`config.mk`:
```
export PLATFORM = sky130hd
export DESIGN_NAME = avalon_harvard_bridge_flat
export DESIGN_NICKNAME = d
export VERILOG_FILES = /design/src/rtl/avalon_bridge_pkg.sv /design/src/rtl/avalon_harvard_bridge_if.sv /design/src/rtl/bridge_wait_timer.sv /design/src/rtl/avalon_harvard_bridge.sv /design/src/flat_wrapper.sv
export SDC_FILE = /design/constraint.sdc
export NUM_CORES = 1
export LEC_CHECK = 0
export CORE_MARGIN = 8
export CORE_UTILIZATION = 38
export CTS_BUF_LIST = sky130_fd_sc_hd__clkbuf_16
export CTS_CLUSTER_DIAMETER = 50
export DETAILED_ROUTE_END_ITERATION = 10
export GPL_ROUTABILITY_DRIVEN = 0
export GPL_TIMING_DRIVEN = 0
export PLACE_DENSITY = 0.77
export SLEW_MARGIN = 25
export SYNTH_ARGS = -nofsm -noshare
export SYNTH_HDL_FRONTEND = slang
export SYNTH_SLANG_ARGS = --single-unit
```
`constraint.sdc`:
```
create_clock -name clk -period 2.7 [get_ports clk]
set_input_delay 0.27 -clock clk [delete_from_list [all_inputs] [get_ports clk]]
set_output_delay 0.27 -clock clk [all_outputs]
set_load 0.03 [all_outputs]
```
`src/rtl/avalon_bridge_pkg.sv`:
```
// Shared types and constants for the Harvard-to-Avalon bridge.
package avalon_bridge_pkg;

  typedef enum logic [2:0] {
    FETCH,
    DECODE,
    DATA,
    EXEC,
    HALT
  } bridge_state_t;

  localparam logic [3:0] BYTEEN_ALL = 4'hF;

  // Avalon slaves in this system are word addressed, so byte offsets are dropped.
  function automatic logic [31:0] word_align(input logic [31:0] addr);
    return {addr[31:2], 2'b00};
  endfunction

endpackage

```
`src/rtl/avalon_harvard_bridge_if.sv`:
```
// Avalon-MM master/slave signal bundle used between the bridge and the interconnect.
interface avalon_harvard_bridge_if;

  logic [31:0] address;
  logic        read;
  logic        write;
  logic [31:0] writedata;
  logic [3:0]  byteenable;
  logic [31:0] readdata;
  logic        waitrequest;

  modport master (
    output address, read, write, writedata, byteenable,
    input  readdata, waitrequest
  );

  modport slave (
    input  address, read, write, writedata, byteenable,
    output readdata, waitrequest
  );

endinterface

```
`src/rtl/bridge_wait_timer.sv`:
```
// Counts consecutive stalled cycles of one bus request and flags a timeout.
// TIMEOUT = 0 disables the timeout entirely.
module bridge_wait_timer #(
  parameter int TIMEOUT = 255
) (
  input  logic clk,
  input  logic reset,
  input  logic active,
  input  logic waitrequest,
  output logic expired
);

  localparam int CW = (TIMEOUT < 2) ? 1 : $clog2(TIMEOUT + 1);

  logic [CW-1:0] count;

  // Stall counter: restarts whenever the request is accepted, dropped or times out.
  always_ff @(posedge clk) begin
    if (reset) begin
      count <= '0;
    end else if (!active || !waitrequest || expired) begin
      count <= '0;
    end else begin
      count <= count + CW'(1);
    end
  end

  // Expiry fires in the stalled cycle that would bring the count up to TIMEOUT.
  always_comb begin
    expired = (TIMEOUT != 0) && active && waitrequest && (count == CW'(TIMEOUT - 1));
  end

endmodule

```
`src/rtl/avalon_harvard_bridge.sv`:
```
// Sequences a Harvard MIPS core over a single Avalon-MM master port:
// fetch, decode, optional data access, then a one-cycle execute strobe.
module avalon_harvard_bridge
  import avalon_bridge_pkg::*;
#(
  parameter int TIMEOUT = 255,
  parameter int CNT_W   = 32
) (
  input  logic                   clk,
  input  logic                   reset,
  input  logic                   cpu_active,
  input  logic [31:0]            cpu_instr_address,
  output logic [31:0]            cpu_instr_readdata,
  input  logic [31:0]            cpu_data_address,
  input  logic                   cpu_data_read,
  input  logic                   cpu_data_write,
  input  logic [31:0]            cpu_data_writedata,
  output logic [31:0]            cpu_data_readdata,
  output logic                   cpu_clk_enable,
  avalon_harvard_bridge_if.master avm,
  output logic                   bus_error,
  output logic [CNT_W-1:0]       instr_retired
);

  bridge_state_t state;
  bridge_state_t next_state;
  logic          bus_active;
  logic          timer_expired;

  bridge_wait_timer #(
    .TIMEOUT(TIMEOUT)
  ) u_timer (
    .clk        (clk),
    .reset      (reset),
    .active     (bus_active),
    .waitrequest(avm.waitrequest),
    .expired    (timer_expired)
  );

  // State register.
  always_ff @(posedge clk) begin
    if (reset) begin
      state <= FETCH;
    end else begin
      state <= next_state;
    end
  end

  // Next-state and bus/strobe decode; requests are masked while reset is high
  // so a stalled transfer is abandoned immediately.
  always_comb begin
    next_state     = state;
    bus_active     = 1'b0;
    avm.address    = '0;
    avm.read       = 1'b0;
    avm.write      = 1'b0;
    avm.writedata  = '0;
    avm.byteenable = BYTEEN_ALL;
    cpu_clk_enable = 1'b0;
    case (state)
      FETCH: begin
        bus_active  = 1'b1;
        avm.read    = 1'b1;
        avm.address = word_align(cpu_instr_address);
        if (timer_expired) begin
          next_state = HALT;
        end else if (!avm.waitrequest) begin
          next_state = DECODE;
        end
      end
      DECODE: begin
        if (!cpu_active) begin
          next_state = HALT;
        end else if (cpu_data_write || cpu_data_read) begin
          next_state = DATA;
        end else begin
          next_state = EXEC;
        end
      end
      DATA: begin
        bus_active  = 1'b1;
        avm.address = word_align(cpu_data_address);
        if (cpu_data_write) begin
          avm.write     = 1'b1;
          avm.writedata = cpu_data_writedata;
        end else begin
          avm.read = 1'b1;
        end
        if (timer_expired) begin
          next_state = HALT;
        end else if (!avm.waitrequest) begin
          next_state = EXEC;
        end
      end
      EXEC: begin
        cpu_clk_enable = 1'b1;
        next_state     = FETCH;
      end
      HALT: begin
        next_state = HALT;
      end
      default: begin
        next_state = FETCH;
      end
    endcase
    if (reset) begin
      avm.read       = 1'b0;
      avm.write      = 1'b0;
      cpu_clk_enable = 1'b0;
    end
  end

  // Instruction/load latches, sticky bus error and retired-instruction counter.
  always_ff @(posedge clk) begin
    if (reset) begin
      cpu_instr_readdata <= '0;
      cpu_data_readdata  <= '0;
      bus_error          <= 1'b0;
      instr_retired      <= '0;
    end else begin
      if (state == FETCH && !avm.waitrequest) begin
        cpu_instr_readdata <= avm.readdata;
      end
      if (state == DATA && !avm.waitrequest && !cpu_data_write) begin
        cpu_data_readdata <= avm.readdata;
      end
      if (timer_expired) begin
        bus_error <= 1'b1;
      end
      if (state == EXEC) begin
        instr_retired <= instr_retired + CNT_W'(1);
      end
    end
  end

endmodule

```
`src/flat_wrapper.sv`:
```
// flat-port wrapper written by rule: the top's interface ports become plain ports
module avalon_harvard_bridge_flat import avalon_bridge_pkg::*;
#(
  parameter int TIMEOUT = 255,
  parameter int CNT_W   = 32
)
  (clk, reset, cpu_active, cpu_instr_address, cpu_instr_readdata, cpu_data_address, cpu_data_read, cpu_data_write, cpu_data_writedata, cpu_data_readdata, cpu_clk_enable, bus_error, instr_retired, avm_address, avm_read, avm_write, avm_writedata, avm_byteenable, avm_readdata, avm_waitrequest);
  avalon_harvard_bridge_if avm_i ();
  input  logic clk;
  input  logic reset;
  input  logic cpu_active;
  input  logic [31:0] cpu_instr_address;
  output logic [31:0] cpu_instr_readdata;
  input  logic [31:0] cpu_data_address;
  input  logic cpu_data_read;
  input  logic cpu_data_write;
  input  logic [31:0] cpu_data_writedata;
  output logic [31:0] cpu_data_readdata;
  output logic cpu_clk_enable;
  output logic bus_error;
  output logic [CNT_W-1:0] instr_retired;
  output wire logic [$bits(avm_i.address)-1:0] avm_address;
  output wire logic [$bits(avm_i.read)-1:0] avm_read;
  output wire logic [$bits(avm_i.write)-1:0] avm_write;
  output wire logic [$bits(avm_i.writedata)-1:0] avm_writedata;
  output wire logic [$bits(avm_i.byteenable)-1:0] avm_byteenable;
  input wire logic [$bits(avm_i.readdata)-1:0] avm_readdata;
  input wire logic [$bits(avm_i.waitrequest)-1:0] avm_waitrequest;
  assign avm_address = avm_i.address;
  assign avm_read = avm_i.read;
  assign avm_write = avm_i.write;
  assign avm_writedata = avm_i.writedata;
  assign avm_byteenable = avm_i.byteenable;
  assign avm_i.readdata = avm_readdata;
  assign avm_i.waitrequest = avm_waitrequest;
  avalon_harvard_bridge #(.TIMEOUT(TIMEOUT), .CNT_W(CNT_W)) u_core (.clk(clk), .reset(reset), .cpu_active(cpu_active), .cpu_instr_address(cpu_instr_address), .cpu_instr_readdata(cpu_instr_readdata), .cpu_data_address(cpu_data_address), .cpu_data_read(cpu_data_read), .cpu_data_write(cpu_data_write), .cpu_data_writedata(cpu_data_writedata), .cpu_data_readdata(cpu_data_readdata), .cpu_clk_enable(cpu_clk_enable), .avm(avm_i), .bus_error(bus_error), .instr_retired(instr_retired));
endmodule
```
; Word-level counts from Yosys, hierarchy flattened
; Index checks and enable logic that the tools add are counted.
[word_totals]
regBits = 108
word_cells = 49
out_inout_bits = 168
[op_classes]
addsub = 2
eq_ne = 7
n_mux = 19
n_reduce_logical = 15
[ops]
columns = operator, count
row1 = $mux W32, 2
row2 = $pmux W32 S2, 1
row3 = $add A32 B1 Y32 const B, 1
row4 = $mux W3, 5
row5 = $pmux W3 S4, 1
row6 = $mux W1, 9
row7 = $add A8 B1 Y8 const B, 1
row8 = $eq A8 B8 Y1 const B, 1
row9 = $eq A3 B2 Y1 const B, 2
row10 = $ne A3 B3 Y1 const B, 2
row11 = $logic_and A1 B1 Y1, 5
row12 = $reduce_or A2 Y1, 2
row13 = $eq A3 B1 Y1 const B, 1
row14 = $eq A3 B3 Y1 const B, 1
row15 = $logic_not A1 Y1, 3
row16 = $logic_not A3 Y1, 1
row17 = $logic_or A1 B1 Y1, 3
row18 = $pmux W1 S2, 1
row19 = $reduce_and A2 Y1, 1

; Longest topological paths before layout
; Gate-level depths: netlist of run 1.
[logic_depth]
ltp_word = 7
mapped_depth = 8
ltp_nobuf = 6

; By module
; Synthesis of run 1 repeated with hierarchy kept, for this count alone.
[hier_totals]
hier_cells = 646
area_unflattened_um2 = 5134.9
[by_module_without_submodules]
columns = module, cells_each, instances, area_each_um2
row1 = avalon_harvard_bridge, 603, 1, 4755.8
row2 = bridge_wait_timer, 43, 1, 379.1

; Worst setup path after synthesis of run 1
; No wires, ideal clock.
[synth_path]
path_type = flip-flop to flip-flop
from = register u_core.instr_retired[5]
to = register u_core.instr_retired[31]
path_stages_with_launch = 6
setup_ns = 0.123
path_slack_ns = 0.515
arrival_ns = 2.062
path_cell_list = dfxtp_1 nand4_2 or4_4 buf_6 nor4_1 mux2_1
[synth_via]
elab_chain_cells = 1
[synth_lines]
columns = element, line
row1 = from (decl), avalon_harvard_bridge.sv:22  ; output logic [CNT_W-1:0] instr_retired
row2 = from (signal assigned), avalon_harvard_bridge.sv:131  ; instr_retired <= instr_retired + CNT_W'(1);
row3 = $add A32 B1 Y32, avalon_harvard_bridge.sv:131
; Every way passes these cells.
; A chain may end at the register's enable or synchronous reset.

; Worst setup path after layout of run 1
[layout_path]
from = register u_core.state[1]
to = output avm_address[18]
[layout_via]
elab_chain_cells = 2
word_cells_on_any_way = 3
classes_between = eq/ne (1) / mux (1) / reduce/logical (1)
[layout_lines]
columns = element, line
row1 = from (decl), avalon_harvard_bridge.sv:25  ; bridge_state_t state;
row2 = from (signal assigned), avalon_harvard_bridge.sv:45  ; state <= next_state;
row3 = $eq A3 B2 Y1 or $logic_not A3 Y1 (tied branches), avalon_harvard_bridge.sv:60  ; case (state)
row4 = $pmux W32 S2 *, avalon_harvard_bridge.sv:60
row5 = to (decl), flat_wrapper.sv:22  ; output wire logic [$bits(avm_i.address)-1:0] avm_address;
; Mark *: on every way between the ends. The rest lies on a longest branch, timed or not.

==> results of run 1 <==
==> per-stage QoR <==
step,hold WS (ps),instances
finish,388.6,1132
global route,407.0,1132
CTS,378.7,1131
detailed placement,445.8,1116
global placement,440.7,1116
floorplan,406.0,650
==> flip-flops by register name (all words and copies together), names as in the netlist <==
signal and flops:
u_core.cpu_instr_readdata 32, u_core.bus_error 1, u_core.instr_retired 32, u_core.state 3, u_core.u_timer.count 8, u_core.cpu_data_readdata 32
==> cell type report <==
type | instances | area share (%)
Timing Repair Buffer | 290 | 34.05
Clock inverter | 7 | 0.6218
Tap cell | 176 | 2.605
Multi-Input combinational cell | 484 | 31.27
Inverter | 5 | 0.2221
Antenna cell | 2 | 0.05922
Clock buffer | 9 | 2.665
Sequential cell | 108 | 25.58
Buffer | 51 | 2.931
==> final timing paths <==
path / startpoint / to / cells past startpoint
setup / recovery: u_core.state[1]$_SDFFE_PP0P_ / avm_address[18] / 6
setup reg to reg: u_core.state[0]$_SDFFE_PP0P_ / u_core.cpu_instr_readdata[21]$_SDFFE_PP0P_ / 6
hold reg to reg: u_core.cpu_instr_readdata[15]$_SDFFE_PP0P_ / u_core.cpu_instr_readdata[15]$_SDFFE_PP0P_ / 2
hold / removal: avm_waitrequest / u_core.bus_error$_SDFFE_PP0P_ / 3
==> repair_timing <==
action | 4_1_cts | 5_1_grt
gates resized for setup | 47 | 10
gates cloned | 0 | 0
pin swaps | 0 | 0
endpoints found under the setup margin | 63 | 31
==> metal layers <==
metal	global-route usage (%)	vias up	share of wire [%]	wire, um
li1	-	2762	-	-
met1	24.77	2521	39	8153
met5	0	-	0	0
met3	7.546	24	7.8	1605
met4	8.328	0	2.0	415
met2	41.41	189	51	10510
==> report_power, final <==
| part | internal, mW | total (mW) | switching, mW |
|---|---|---|---|
| Sequential | 1.63 | 1.66 | 0.0219 |
| Combinational | 0.404 | 0.883 | 0.480 |
| Clock | 0.631 | 1.24 | 0.607 |
| Total | 2.67 | 3.78 | 1.11 |
==> synthesized netlist by cell type (all sizes together) (8+ instances only) <==
cell type	n	area (sq um)
or4	10	78.82
buf	14	87.58
dfxtp	108	2162
nor2b	9	56.30
nor2	64	240.2
clkbuf	39	146.4
mux2i	31	310.3
o21ai	9	45.04
xor2	10	87.58
nand3	16	80.08
nor4	8	56.30
or3	9	56.30
nand4	8	56.30
a21oi	81	405.4
nand2	142	533.0
and2	32	200.2
==> critical path: stages, from the launching register on <==
cell and delay [ps]:
dfxtp_1 300, buf_2 180, buf_2 270, buf_4 280, mux2i_1 270, nor2_1 70, clkdlybuf4s50_1 600
==> logic make-up (layout without fill, tap and decap cells) <==
group	after synthesis	in the layout	share of synthesized area, %
buffers and inverters	58	362	5.020
xor gates and xnor gates	16	16	2.783
DFF	108	108	42.94
AOI/OAI and AO/OA	101	101	10.56
and+or+nand+nor	320	320	30.07
adders and majority gates	3	3	0.7456
muxes	38	38	7.729
other	2	8	0.1492
==> impl_metrics.csv, run 1 <==
group,metric,value,unit
sta,tightestPinTransition,721.9,ps
global_route,overflow,0,
sta,slew_headroom,51.50,%
setup_path,regToRegSetupSlack,490,ps
global_route,grtUsageTotal,23.09,%
die,initial_utilization,38.48,%
die,die_x,131.1,um
die,core_area,0.01309,sq mm
finish,fin_nets,1086,
die,ioPinCount,302,
synth,yosysWarnings,0,
sta,postLayoutSetupSlackWorst,125.2,ps
setup_path,worst_ep_required_time,2430,ps
clocking,tritoncts,"built",
finish,regArea,0.002162,sq mm
setup_path,worstPathArrival,2300,ps
synth,syn_avg_cell_area,7.794,sq um
sta,skew,10.92,ps
sta,tns,0,ps
setup_path,critPathLaunchType,"register",
detailed_routing,route.detailed.wl_per_inst,18.27,um
clocking,cts_hold_buf,0,
synth,syn_area,0.005035,sq mm
synth,synth-edff-count,0,
clocking,cts_max_level,3,
detailed_routing,drt_pass1_iterations,4,
detailed_routing,first_iter_violations,259,
die,row_count,42,
clocking,cts_buffer_depth,2,
die,die_area,0.01719,sq mm
detailed_routing,drc_errors,0,
die,die_h,131.1,um
clocking,clkTransAtPathRegs,60,ps
global_route,grt_pass1_wl,31.84,mm
setup_path,critPathKind,"register to output pin",
run_status,status,"completed",
sta,rsz0062_at_grt,"no",
finish,multi_input_area,0.002643,sq mm
clocking,clock_sinks,108,
finish,fin_util,64.59,%
finish,area_delta_synth_final,67.87,%
placed_design,placed_area,0.008173,sq mm
sta,period_minus_slack,2575,ps
clocking,cts_buffers,9,
synth,synthArstFlopShare,0,%
sta,fmax,388.4,MHz
finish,layout_commonest_cell,"clkdlybuf4s50_1",
synth,ys_seq_area_share,42.94,%
synth,synth_cells,646,
setup_path,path_max_fanout,10,
finish,most-common-layout-cells,"252 x clkdlybuf4s50_1, 142 x nand2_1, 108 x dfxtp_1",
detailed_routing,via_per_inst,4.855,
clocking,clockRootBuffer,"clkbuf_16",
sta,setup_viol,0,
detailed_routing,ant_nets,0,
pwr,p_per_area,446.9,mW/mm^2
setup_path,critical_path.endpoint_type,"output pin",
synth,synth.ff_latch_count,108,
placed_design,port_buffers,290,
global_route,grt_pass1_vias,5612,
finish,fillers,1163,
finish,fin_area,0.008452,sq mm
worst_hold_path,hold_class,"input port to register",
sta,finalCritPeriodShare,95.36,%
sta,drv_slew,0,
pwr,irDropWorstVdd,0.2784,mV
synth,synth.distinct_cells,43,
pwr,p_leak,3.199,nW
global_route,grt_max_degree,19,
placed_design,dp_hpwl,16.51,mm
placed_design,dpl_worst_slack,-443.7,ps
synth,synth-main-ff-cell,"dfxtp_1",
detailed_routing,drt-total-wl,20.69,mm
global_route,antenna_found_initial,2,
clocking,clk_latency,350,ps
finish,drive_gt1_share,5.136,%
pwr,finalPower,3.777,mW
clocking,post_cts.repair.setup_buffers,0,
sta,hold_violations,0,
flow_run,drv_cap,0,
detailed_routing,dr_total_vias,5496,
Note: power is estimated with default switching activity, not from simulation.
==> inputs of run 2 (changes only) <==
ABC_AREA = 0   (was default)
CORE_ASPECT_RATIO = 1.1   (was default)
PLACE_DENSITY = 0.83   (was 0.77)
==> run 2 against run 1 <==
Utilization rose by 0.30 points. Count of clock-buffer cells in the layout unchanged. Register-to-register slack about the same. Critical endpoint is now avm_address[27]. Highest routed layer is now met5. Non-clock buffer count stayed put.
==> impl_metrics.csv, run 2 (synthesized netlist as in run 1, its figures left out) <==
group,metric,value,unit
run_status,status,"completed",
setup_path,r2r-start,"u_core.state[0]$_SDFFE_PP0P_",
setup_path,crit_path_frequent_cell,"buf_2",
setup_path,slowest_delay,690,ps
finish,fin_cells,1116,
clocking,cts_max_level,3,
finish,layout_commonest_cell,"clkdlybuf4s50_1",
sta,fmax,393.2,MHz
sta,postLayoutSetupSlackWorst,157.0,ps
finish,drive_gt1_share,5.346,%
detailed_routing,via_per_inst,4.987,
pwr,p_per_area,457.7,mW/mm^2
die,row_count,44,
clocking,clock_sinks,108,
global_route,overflow,0,
sta,skew,9.857,ps
global_route,grt_pass1_vias,5698,
clocking,cts_buffers,9,
pwr,finalPower,3.876,mW
setup_path,critPathLaunch,"u_core.state[1]$_SDFFE_PP0P_",
setup_path,worst_ep_required_time,2430,ps
setup_path,cp_slowest_cell,"clkdlybuf4s50_1",
clocking,tritoncts,"built",
global_route,antenna_found_initial,1,
clocking,clk_latency,350,ps
clocking,cts_hold_buf,0,
finish,top_regs,"u_core.cpu_data_readdata: 32 flops, u_core.cpu_instr_readdata: 32 flops, u_core.instr_retired: 32 flops",
setup_path,worstPathArrival,2270,ps
die,core_area,0.01305,sq mm
detailed_routing,ant_nets,0,
clocking,clockRootBuffer,"clkbuf_16",
setup_path,critPathKind,"register to output pin",
worst_hold_path,hold_path.startpoint,"avm_waitrequest",
detailed_routing,dr_total_vias,5566,
sta,slew_headroom,53.16,%
sta,tightestPinTransition,697.3,ps
detailed_routing,drc_errors,0,
setup_path,critical_path.endpoint_type,"output pin",
global_route,grt_pass1_wl,32.15,mm
sta,period_minus_slack,2543,ps
sta,finalCritPeriodShare,94.19,%
pwr,p_leak,3.289,nW
setup_path,cp_cell_sequence,"buf_2 > buf_2 > clkbuf_4 > mux2i_1 > nor2_1 > clkdlybuf4s50_1",
clocking,cts_buffer_depth,2,
setup_path,path_max_fanout,10,
placed_design,dp_hpwl,17.14,mm
finish,most-common-layout-cells,"246 x clkdlybuf4s50_1, 142 x nand2_1, 108 x dfxtp_1",
finish,fin_util,64.89,%
die,die_area,0.01719,sq mm
placed_design,port_buffers,290,
finish,fin_nets,1086,
placed_design,dp.cells,1101,
die,ioPinCount,302,
global_route,grtUsageTotal,24.17,%
sta,rsz0062_at_grt,"no",
die,die_h,136.7,um
detailed_routing,first_iter_violations,268,
detailed_routing,drt_pass1_iterations,4,
pwr,irDropWorstVdd,0.2757,mV
setup_path,critPathLaunchType,"register",
die,initial_utilization,38.59,%
finish,area_delta_synth_final,68.17,%
sta,hold_violations,0,
clocking,post_cts.repair.setup_buffers,0,
placed_design,dpl_worst_slack,-428.9,ps
sta,drv_slew,0,
global_route,grt_max_degree,19,
sta,setup_viol,0,
worst_hold_path,hold_class,"input port to register",
clocking,clkTransAtPathRegs,70,ps
detailed_routing,drt-total-wl,21.37,mm
die,die_x,125.8,um
flow_run,drv_cap,0,
detailed_routing,route.detailed.wl_per_inst,19.15,um
-- run 2: cell type report --
cell class,count,area (sq um)
plain buffers,51,247.7
well taps,161,201.4
diodes,1,2.502
flip-flops and latches,108,2162
fillers,1142,4581
clock buffers,9,225.2
multi-input cells,484,2638
inverters,5,18.77
clock inverters,7,75.07
repair buffers,290,2897
-- run 2: repair_timing --
item	4_1_cts	5_1_grt
pin swaps	0	0
setup endpoints to repair	62	54
resized for setup	42	22
-- run 2: critical path: cells and delay by family, from the launching register on --
kind,cells,cell delay (ps)
buf+inv,4,1440
flops,1,300
mux,1,100
simple gates,1,80
-- run 2: final timing paths --
check | slack (ps) | end | cells past startpoint
setup reg to reg | 500 | u_core.cpu_instr_readdata[23]$_SDFFE_PP0P_ | 6
hold / removal | 400 | u_core.bus_error$_SDFFE_PP0P_ | 3
hold reg to reg | 450 | u_core.cpu_data_readdata[14]$_SDFFE_PP0P_ | 2
setup / recovery | 160 | avm_address[27] | 6
-- run 2: stage by stage --
step | hold slack, ps | cell area (sq um) | setup TNS [ps]
3_3_place_gp | 440.8 | 8154 | -1757
6_report | 398.9 | 8467 | 0
4_1_cts | 384.2 | 8431 | 0
5_1_grt | 448.4 | 8464 | 0
3_5_place_dp | 446.2 | 8154 | -1711
2_1_floorplan | 406.0 | 5050 | 0
-- run 2: routing by layer --
layer	part of all wire (%)	track usage [%]	vias up
li1	-	-	2760
met1	41	27.59	2547
met2	47	40.37	224
met3	8.9	9.158	33
met4	2.7	9.565	2
met5	0.047	0	-
-- run 2: power breakdown --
| part | internal (mW) | switching [mW] | total, mW |
|---|---|---|---|
| clock network | 0.724 | 0.609 | 1.33 |
| registers | 1.63 | 0.0224 | 1.66 |
| logic | 0.404 | 0.482 | 0.885 |
==> inputs of run 3 (changes only) <==
PLACE_DENSITY = 0.81   (was 0.83)
REMOVE_ABC_BUFFERS = 1   (was default)
==> run 3 against run 2 <==
Power rose by 1.1%. Count of clock-buffer cells in the layout did not move. Critical path type unchanged. Sequential share of layout area rose by 0.26 points. Design area fell by 0.83%. Utilization fell by 0.54 points. Combinational power fell by 3.3%. Critical path depth fell by 2. Register-to-register slack got worse by 60 ps. Routed wire length fell by 11%. Worst setup slack improved by 18 ps. Clock power rose by 5%.
==> impl_metrics.csv, run 3 (synthesized netlist as in run 1, its figures left out) <==
group,metric,value,unit
global_route,grt_max_degree,75,
setup_path,cp_slowest_cell,"clkdlybuf4s50_1",
clocking,cts_max_level,3,
finish,layout_commonest_cell,"clkdlybuf4s50_1",
global_route,grt_pass1_wl,28.97,mm
global_route,grtUsageTotal,21.20,%
sta,period_minus_slack,2525,ps
pwr,p_leak,2.924,nW
finish,fin_nets,1045,
global_route,grt.met2_usage,35.57,%
finish,fin_util,64.36,%
clocking,clkTransAtPathRegs,70,ps
pwr,irDropWorstVdd,0.2898,mV
setup_path,slowest_delay,690,ps
setup_path,crit_family,"simple AND/OR/NAND/NOR gates",
detailed_routing,ant_nets,0,
sta,tightestPinTransition,669.6,ps
die,die_area,0.01719,sq mm
die,die_h,136.7,um
die,die_x,125.8,um
finish,area_delta_synth_final,66.77,%
sta,finalCritPeriodShare,93.50,%
setup_path,cp_cell_sequence,"nor2_2 > and3_2 > and2_1 > clkdlybuf4s50_1",
detailed_routing,drt_pass1_iterations,5,
detailed_routing,route.detailed.wl_per_inst,17.67,um
sta,skew,12.05,ps
finish,most-common-layout-cells,"290 x clkdlybuf4s50_1, 142 x nand2_1, 107 x dfxtp_1",
sta,slew_headroom,55.36,%
sta,rsz0062_at_grt,"no",
clocking,clockRootBuffer,"clkbuf_16",
finish,drive_gt1_share,4.600,%
finish,fin_cells,1075,
flow_run,drv_cap,0,
global_route,use_met1,24.56,%
detailed_routing,dr_total_vias,5308,
global_route,grt-busiest-layer,"met2",
placed_design,dp.cells,1056,
clocking,clk_latency,340,ps
clocking,cts_buffers,9,
die,ioPinCount,302,
clocking,cts_buffer_depth,2,
pwr,p_per_area,466.5,mW/mm^2
setup_path,critPathLaunchType,"register",
worst_hold_path,hold_class,"input port to register",
placed_design,port_buffers,291,
placed_design,dp_hpwl,14.30,mm
die,row_count,44,
clocking,tritoncts,"built",
sta,setup_viol,0,
setup_path,critical_path.endpoint_type,"output pin",
global_route,antenna_found_initial,0,
clocking,clock_sinks,108,
global_route,grt_util_met3,8.067,%
run_status,status,"completed",
setup_path,crit_buf_inv,1,
detailed_routing,first_iter_violations,395,
finish,top_regs,"u_core.cpu_data_readdata: 32 flops, u_core.cpu_instr_readdata: 32 flops, u_core.instr_retired: 32 flops",
detailed_routing,via_per_inst,4.938,
global_route,grt_pass1_vias,5331,
detailed_routing,drc_errors,0,
global_route,overflow,0,
setup_path,worstPathArrival,2250,ps
die,initial_utilization,38.59,%
setup_path,path_max_fanout,16,
detailed_routing,drt-total-wl,18.99,mm
sta,hold_violations,0,
setup_path,worst_ep_required_time,2430,ps
sta,hold_ws,294.2,ps
sta,fmax,396.1,MHz
sta,drv_slew,0,
setup_path,critPathKind,"register to output pin",
die,core_area,0.01305,sq mm
run 3: repair_timing:
action	4_1_cts	5_1_grt
cloned	0	1
hold endpoints to repair	0	0
setup buffers	1	0
gates resized for setup	2	2
hold buffers	0	0
setup endpoints to repair	33	7
run 3: area by class of cell:
class | instances | area (sq um)
clock inverters | 7 | 88.84
flip-flops and latches | 108 | 2166
repair buffers | 299 | 3025
inverters | 5 | 18.77
diodes | 1 | 2.502
multi-input cells | 485 | 2669
well taps | 161 | 201.4
clock buffers | 9 | 225.2
fillers | 1119 | 4651
run 3: per-stage QoR:
stage / setup slack, ps / setup TNS, ps / instance area (sq um) / total power, mW
6_report: 175.4 / 0 / 8397 / 3.917
5_1_grt: 71.95 / 0 / 8394 / 4.066
4_1_cts: 1.505 / 0 / 8382 / 3.944
3_5_place_dp: -173.0 / -4773 / 8035 / 2.549
3_3_place_gp: -2566 / -256020 / 7930 / 2.544
2_1_floorplan: -700.6 / -34570 / 4816 / 2.069
run 3: worst paths after layout:
check	slack, ps	endpoint	cells past startpoint	from
hold / removal	290	u_core.cpu_instr_readdata[16]$_SDFFE_PP0P_	2	reset
setup / recovery	180	avm_writedata[10]	4	u_core.state[2]$_SDFFE_PP0P_
hold reg to reg	450	u_core.cpu_data_readdata[21]$_SDFFE_PP0P_	2	u_core.cpu_data_readdata[21]$_SDFFE_PP0P_
setup reg to reg	440	u_core.cpu_data_readdata[22]$_SDFFE_PP0P_	4	u_core.state[1]$_SDFFE_PP0P_
run 3: power breakdown:
group          switching [mW]  internal (mW)  leakage [nW]  total (mW)
Combinational           0.448          0.408          1.90       0.856
Sequential             0.0331           1.63         0.876        1.67
Clock                   0.585          0.809         0.151        1.39
run 3: layer usage:
metal / wire length [um] / up-vias
met2: 9011 / 211
met1: 7941 / 2403
met3: 1621 / 22
met4: 414 / 0
li1: - / 2672
met5: 0 / -
